<file path="src/rtl/sprite_dma.sv">
// Sprite DMA: bus master between the CPU data port and the memory controller.
// Copies a block of main-memory words into the sprite object table while the CPU is stalled.
module sprite_dma #(
    parameter logic [15:0] SPRITE_ADDR   = 16'h4000,
    parameter int          SPRITE_WORDS  = 512,
    parameter logic [15:0] DMA_SRC_ADDR  = 16'h4390,
    parameter logic [15:0] DMA_LEN_ADDR  = 16'h4391,
    parameter logic [15:0] DMA_CTRL_ADDR = 16'h4392
) (
    input  logic        clk,
    input  logic        rst,
    input  logic [15:0] cpu_memaddr,
    input  logic        cpu_memwrite,
    input  logic [15:0] cpu_writedata,
    output logic [15:0] cpu_memdata,
    output logic        cpu_stall,
    input  logic        vbright,
    output logic [15:0] mc_memaddr,
    output logic        mc_memwrite,
    output logic [15:0] mc_writedata,
    input  logic [15:0] mc_memdata,
    output logic        dma_done
);

    localparam int OFF_W = $clog2(SPRITE_WORDS);
    localparam int CNT_W = OFF_W + 1;
    localparam logic [CNT_W-1:0] MAX_LEN = CNT_W'(SPRITE_WORDS);

    typedef enum logic [2:0] {
        IDLE,
        WAIT_VB,
        RD,
        CAP,
        WR,
        FIN
    } state_t;

    state_t             state_q, state_d;
    logic [15:0]        src_q, src_d;
    logic [CNT_W-1:0]   len_q, len_d;
    logic [OFF_W-1:0]   dst_off_q, dst_off_d;
    logic [CNT_W-1:0]   count_q, count_d;
    logic [15:0]        latch_q, latch_d;
    logic               done_q, done_d;
    logic               rd_sel_q, rd_sel_d;
    logic [15:0]        rd_data_q, rd_data_d;

    logic               is_src, is_len, is_ctrl, is_reg;
    logic               busy;
    logic [CNT_W-1:0]   len_clamped;
    logic [CNT_W-1:0]   count_inc;
    logic [OFF_W-1:0]   dst_idx;
    logic [15:0]        src_addr;
    logic [15:0]        dst_addr;
    logic [15:0]        ctrl_rd;

    assign is_src  = (cpu_memaddr == DMA_SRC_ADDR);
    assign is_len  = (cpu_memaddr == DMA_LEN_ADDR);
    assign is_ctrl = (cpu_memaddr == DMA_CTRL_ADDR);
    assign is_reg  = is_src | is_len | is_ctrl;
    assign busy    = (state_q != IDLE);

    assign len_clamped = (len_q > MAX_LEN) ? MAX_LEN : len_q;
    assign count_inc   = count_q + 1'b1;
    // The offset adder is exactly OFF_W bits wide, so the destination wraps inside the table.
    assign dst_idx     = dst_off_q + count_q[OFF_W-1:0];
    assign src_addr    = src_q + 16'(count_q);
    assign dst_addr    = SPRITE_ADDR + 16'(dst_idx);

    always_comb begin
        ctrl_rd                = '0;
        ctrl_rd[OFF_W-1:0]     = dst_off_q;
        ctrl_rd[OFF_W]         = done_q;
        ctrl_rd[OFF_W+1]       = busy;
    end

    // Bus ownership: while cpu_stall is high the CPU must hold its request;
    // CPU writes are ignored and cpu_memdata carries no meaning.
    always_comb begin
        state_d      = state_q;
        src_d        = src_q;
        len_d        = len_q;
        dst_off_d    = dst_off_q;
        count_d      = count_q;
        latch_d      = latch_q;
        done_d       = done_q;
        mc_memaddr   = src_addr;
        mc_writedata = latch_q;
        mc_memwrite  = 1'b0;
        cpu_stall    = 1'b1;
        dma_done     = 1'b0;

        case (state_q)
            IDLE: begin
                cpu_stall    = 1'b0;
                mc_memaddr   = cpu_memaddr;
                mc_writedata = cpu_writedata;
                mc_memwrite  = cpu_memwrite & ~is_reg;
                if (cpu_memwrite && is_src) begin
                    src_d = cpu_writedata;
                end
                if (cpu_memwrite && is_len) begin
                    len_d = cpu_writedata[CNT_W-1:0];
                end
                if (cpu_memwrite && is_ctrl) begin
                    done_d    = 1'b0;
                    dst_off_d = cpu_writedata[OFF_W+1:2];
                    if (cpu_writedata[0]) begin
                        count_d = '0;
                        len_d   = len_clamped;
                        if (len_clamped == '0) begin
                            state_d = FIN;
                        end else if (cpu_writedata[1]) begin
                            state_d = WAIT_VB;
                        end else begin
                            state_d = RD;
                        end
                    end
                end
            end
            WAIT_VB: begin
                if (!vbright) begin
                    state_d = RD;
                end
            end
            RD: begin
                state_d = CAP;
            end
            CAP: begin
                // Address held a second cycle so the controller's registered read lands here.
                latch_d = mc_memdata;
                state_d = WR;
            end
            WR: begin
                mc_memaddr  = dst_addr;
                mc_memwrite = 1'b1;
                count_d     = count_inc;
                state_d     = (count_inc == len_q) ? FIN : RD;
            end
            FIN: begin
                dma_done = 1'b1;
                done_d   = 1'b1;
                state_d  = IDLE;
            end
            default: begin
                state_d = IDLE;
            end
        endcase
    end

    always_comb begin
        rd_sel_d  = ~busy & is_reg;
        rd_data_d = ctrl_rd;
        if (is_src) begin
            rd_data_d = src_q;
        end else if (is_len) begin
            rd_data_d = 16'(len_q);
        end
    end

    assign cpu_memdata = rd_sel_q ? rd_data_q : mc_memdata;

    always_ff @(posedge clk or posedge rst) begin
        if (rst) begin
            state_q   <= IDLE;
            src_q     <= '0;
            len_q     <= '0;
            dst_off_q <= '0;
            count_q   <= '0;
            latch_q   <= '0;
            done_q    <= 1'b0;
            rd_sel_q  <= 1'b0;
            rd_data_q <= '0;
        end else begin
            state_q   <= state_d;
            src_q     <= src_d;
            len_q     <= len_d;
            dst_off_q <= dst_off_d;
            count_q   <= count_d;
            latch_q   <= latch_d;
            done_q    <= done_d;
            rd_sel_q  <= rd_sel_d;
            rd_data_q <= rd_data_d;
        end
    end

endmodule

</file>
<file path="config.mk">
export PLATFORM = sky130hd
export DESIGN_NAME = sprite_dma
export DESIGN_NICKNAME = d
export VERILOG_FILES = /design/src/rtl/sprite_dma.sv
export SDC_FILE = /design/constraint.sdc
export NUM_CORES = 1
export LEC_CHECK = 0
export CAP_MARGIN = 10
export CELL_PAD_IN_SITES_DETAIL_PLACEMENT = 0
export CELL_PAD_IN_SITES_GLOBAL_PLACEMENT = 2
export CORE_UTILIZATION = 33
export DETAILED_ROUTE_END_ITERATION = 16
export PLACE_DENSITY = 0.9
export SYNTH_ARGS = -nofsm -noshare
export SYNTH_HDL_FRONTEND = slang
export SYNTH_SLANG_ARGS = --single-unit
</file>
<file path="constraint.sdc">
create_clock -name clk -period 2.9 [get_ports clk]
set_input_delay 0.58 -clock clk [delete_from_list [all_inputs] [get_ports clk]]
set_output_delay 0.58 -clock clk [all_outputs]
set_load 0.02 [all_outputs]
</file>
==> flow_metrics.tcl <==
set metrics [dict create \
    ys_warn_count 0 \
    finalPower_mw 6.162 \
    avgSynthCellArea_um2 9.876 \
    cts_buffers 9 \
    grt_pass1_wl_mm 26.93 \
    setup_violations 10 \
    synth_area_leaders "dfrtp_1 39%, mux2_2 15%, ha_1 4.5%, mux2i_1 4.2%, a21oi_1 4.0%" \
    fin_crit_ns 3.058 \
    fin_ws_ns -0.1580 \
    wire_per_inst_um 18.00 \
    synth_area_leader_cell "dfrtp_1" \
    row_count 45 \
    worstReg2RegStart "count_q[0]" \
    clk_pin_slew_ns 0.06 \
    multi_input_area_um2 3328 \
    boundaryPins 103 \
    syn2layout_area_growth_pct 47.00 \
    hold_viol_final 0 \
    outcome "finished with violations" \
    setup.worst_path.end_class "output pin" \
    fin_crit_sh_pct 105.4 \
    crit_type "flip-flop to output pin" \
    drv_cap 0 \
    hold_path.startpoint "latch_q[3]" \
    start_util_pct 34.31 \
    grt_pass1_vias 5102 \
    pwr-share-clk_pct 18.5 \
    vias 4717 \
    drtIter0Drc 232 \
    reg2reg_to "state_q[1]" \
    crit_arrival_ns 2.48 \
    timing.fmax_mhz 327.0 \
    place.gp.congestion 0.9076 \
    synth-async-reset-ratio_pct 100.0 \
    critical_path.max_fanout 3 \
    rsz0062_at_grt "yes" \
    grt_util_met2_pct 37.87 \
    r2r_slack_ns 0.22 \
    p_switching_mw 2.485 \
    synth_nets 607 \
    synthFlopType "dfrtp_1" \
    met1_usage_pct 26.45 \
    required_ns 2.32 \
    p_leak_nw 3.492 \
    groute.usage.overall_pct 21.42 \
    power.density_nw_per_um2 794.9 \
    yosysUniqueCellTypes 55 \
    layout.nets 785 \
    hpwl_mm 12.53 \
    irDropWorstVdd_mv 0.3668 \
    clock_path_buffers 2 \
    overflow 0 \
    fill_cells 1449 \
    p_sw_share_pct 40.32 \
    seqPwrFrac_pct 24.1 \
    cp-start-kind "flip-flop" \
    clock_sinks 82 \
    viasPerCell 5.083 \
    drt-pass1-iter-count 5 \
    clockRootBuffer "clkbuf_16" \
    synth_edf_count 0 \
    synth_seq_cells 82 \
    io_buffer_count 102 \
    grt_max_degree 83 \
    fin_worst_skew_ns 0.006005 \
    dieArea_um2 16490 \
    p_comb_share_pct 57.4 \
    antenna_found_initial 0 \
    worstHoldEndpoint "latch_q[3]" \
    die-height_um 128.4 \
    drc 0 \
    hold_path_class "flip-flop to flip-flop" \
    grt.busiest_layer "met2" \
    whs_path_depth 1 \
    yosysSeqAreaShare_pct 38.91 \
    worstMarginPinSlew_ns 0.6067 \
    synth_top_area_share_pct 38.91 \
    report.final.slew_viol_count 0 \
    tritoncts "yes" \
    seq_area_um2 2054 \
    clk_latency_ns 0.35 \
    antenna_cells 0 \
    intPower_mw 3.678 \
    slew_headroom_pct 59.28 \
    post-route-util_pct 50.44 \
    violations "negative setup slack" \
    postRouteAntennaNets 0 \
    htree_levels 3 \
    die_width_um 128.4 \
    core_area_um2 15370 \
    synth_cells 534 \
    drt-total-wl_mm 16.70 \
    met3_usage_pct 3.451 \
    syn-cell-area_um2 5274 \
    r2r.worst_path.cells 9 \
    layout-drive-gt1-share_pct 34.87 \
    postCtsHoldBufs 0 \
]
-- cell type report --
class / count / area share, %
multi-input cells: 409 / 42.93
flip-flops and latches: 82 / 26.50
inverters: 16 / 0.8393
repair buffers: 194 / 22.51
well taps: 211 / 3.405
clock buffers: 10 / 2.954
clock inverters: 6 / 0.8554
-- layer usage --
metal	wire length, um	vias up
met5	0	-
met3	505	22
met1	7436	2320
met2	8293	109
li1	-	2266
met4	467	0
-- worst max-delay path by stage --
| stage | startpoint | end | slack, ns | cells past startpoint |
|---|---|---|---|---|
| final | src_q[2] | mc_memaddr[7] | -0.16 | 8 |
| after global routing | src_q[2] | mc_memaddr[7] | -0.28 | 8 |
| after CTS | count_q[0] | mc_memaddr[7] | -0.15 | 9 |
| after detailed placement | count_q[0] | mc_memaddr[14] | -0.42 | 10 |
| after global placement | cpu_memaddr[8] | mc_memwrite | -0.40 | 8 |
| after floorplan | count_q[7] | mc_memaddr[11] | 0.03 | 7 |
-- power groups by stage --
stage          combinational [mW]  clock, mW  sequential [mW]
4_1_cts                      3.40       1.17             1.48
6_report                     3.54       1.14             1.48
3_5_place_dp                 3.41          0             1.49
3_3_place_gp                 3.40          0             1.47
2_1_floorplan                1.87          0             1.50
5_1_grt                      3.83       1.22             1.51
-- cells in the final DEF (no fill, tap or decap), types with 3 or more instances in the layout --
| cell type | count |
|---|---|
| xnor2_1 | 14 |
| clkdlybuf4s50_1 | 62 |
| a21o_1 | 4 |
| buf_4 | 95 |
| dlymetal6s2s_1 | 3 |
| mux2_2 | 72 |
| nand3_1 | 18 |
| o21ai_1 | 9 |
| ha_4 | 7 |
| a211oi_2 | 3 |
| and4_1 | 3 |
| nor4_1 | 3 |
| nand3b_1 | 3 |
| nand2b_1 | 4 |
| nor2b_1 | 4 |
| a211oi_1 | 3 |
| nor2_1 | 51 |
| a21oi_1 | 32 |
| clkbuf_16 | 9 |
| clkinvlp_4 | 4 |
| buf_6 | 4 |
| buf_12 | 6 |
| inv_1 | 10 |
| and3_1 | 10 |
| nand4_1 | 3 |
| mux2i_1 | 22 |
| inv_2 | 4 |
| dlygate4sd2_1 | 22 |
| dfrtp_1 | 80 |
| ha_1 | 12 |
| nand2_1 | 27 |
| xor2_1 | 15 |
| o21ai_0 | 15 |
| and2_1 | 5 |
| nor3_1 | 10 |
| o22ai_1 | 3 |
| a21oi_2 | 9 |
-- cell usage after synthesis, types with 2 or more instances --
cell type	instances
and4_1	4
nor2b_1	5
a21o_1	4
buf_2	5
nor4b_4	2
buf_1	3
nand2_1	27
mux2i_1	22
clkbuf_1	17
nor3_1	11
and2_1	6
nor4_1	3
dfrtp_1	82
nand2b_1	5
inv_1	16
o2111ai_1	4
xnor2_1	15
a211oi_1	5
xor2_1	17
nor2_1	52
mux2_2	72
fa_1	2
a211o_1	2
a31oi_1	2
o21ai_0	24
nand4_1	3
nand3_1	19
a22oi_1	2
o21a_1	2
ha_1	19
buf_4	2
o211ai_1	2
nand3b_1	3
and3_1	10
or3_1	2
a21oi_1	42
o22ai_1	3
-- cells by family after synthesis --
kind of cell / after synthesis / share of synthesized area, %
compound gates: 102 / 11.72
xor+xnor: 32 / 5.314
fa+ha+maj: 21 / 5.267
buf+inv: 43 / 3.321
flops: 82 / 38.91
mux: 94 / 19.55
simple gates: 160 / 15.92
-- state kept, by name (all words and copies together), names as in the netlist --
| register | cells |
|---|---|
| rd_data_q | 16 |
| count_q | 10 |
| rd_sel_q | 1 |
| len_q | 10 |
| done_q | 1 |
| state_q | 3 |
| latch_q | 16 |
| src_q | 16 |
| dst_off_q | 9 |
-- what timing repair did --
item                                    CTS  global route
resized for setup                       137            31
buffers inserted                          3             2
pin swaps                                24            21
endpoints found under the setup margin   33            17
-- metrics by stage --
step | hold slack [ns] | cell area (um2) | cells | setup slack, ns | TNS [ns]
after floorplan | 0.4737 | 5274 | 534 | 0.02505 | 0
after global placement | 0.4808 | 7161 | 907 | -0.3959 | -4.301
after detailed placement | 0.4904 | 7161 | 907 | -0.4183 | -4.474
after CTS | 0.5041 | 7594 | 926 | -0.1475 | -0.9913
after global routing | 0.5215 | 7752 | 928 | -0.2823 | -2.070
final | 0.5019 | 7752 | 928 | -0.1580 | -0.8528
-- critical path, stage by stage (launching register included) --
cell and delay (ns):
dfrtp_1 0.45, ha_1 0.35, o21ai_1 0.25, nor2_1 0.07, o21a_1 0.20, o41a_1 0.33, mux2i_1 0.14, a211oi_2 0.18
buf_4 0.18
(Power assumes the default switching activity.)
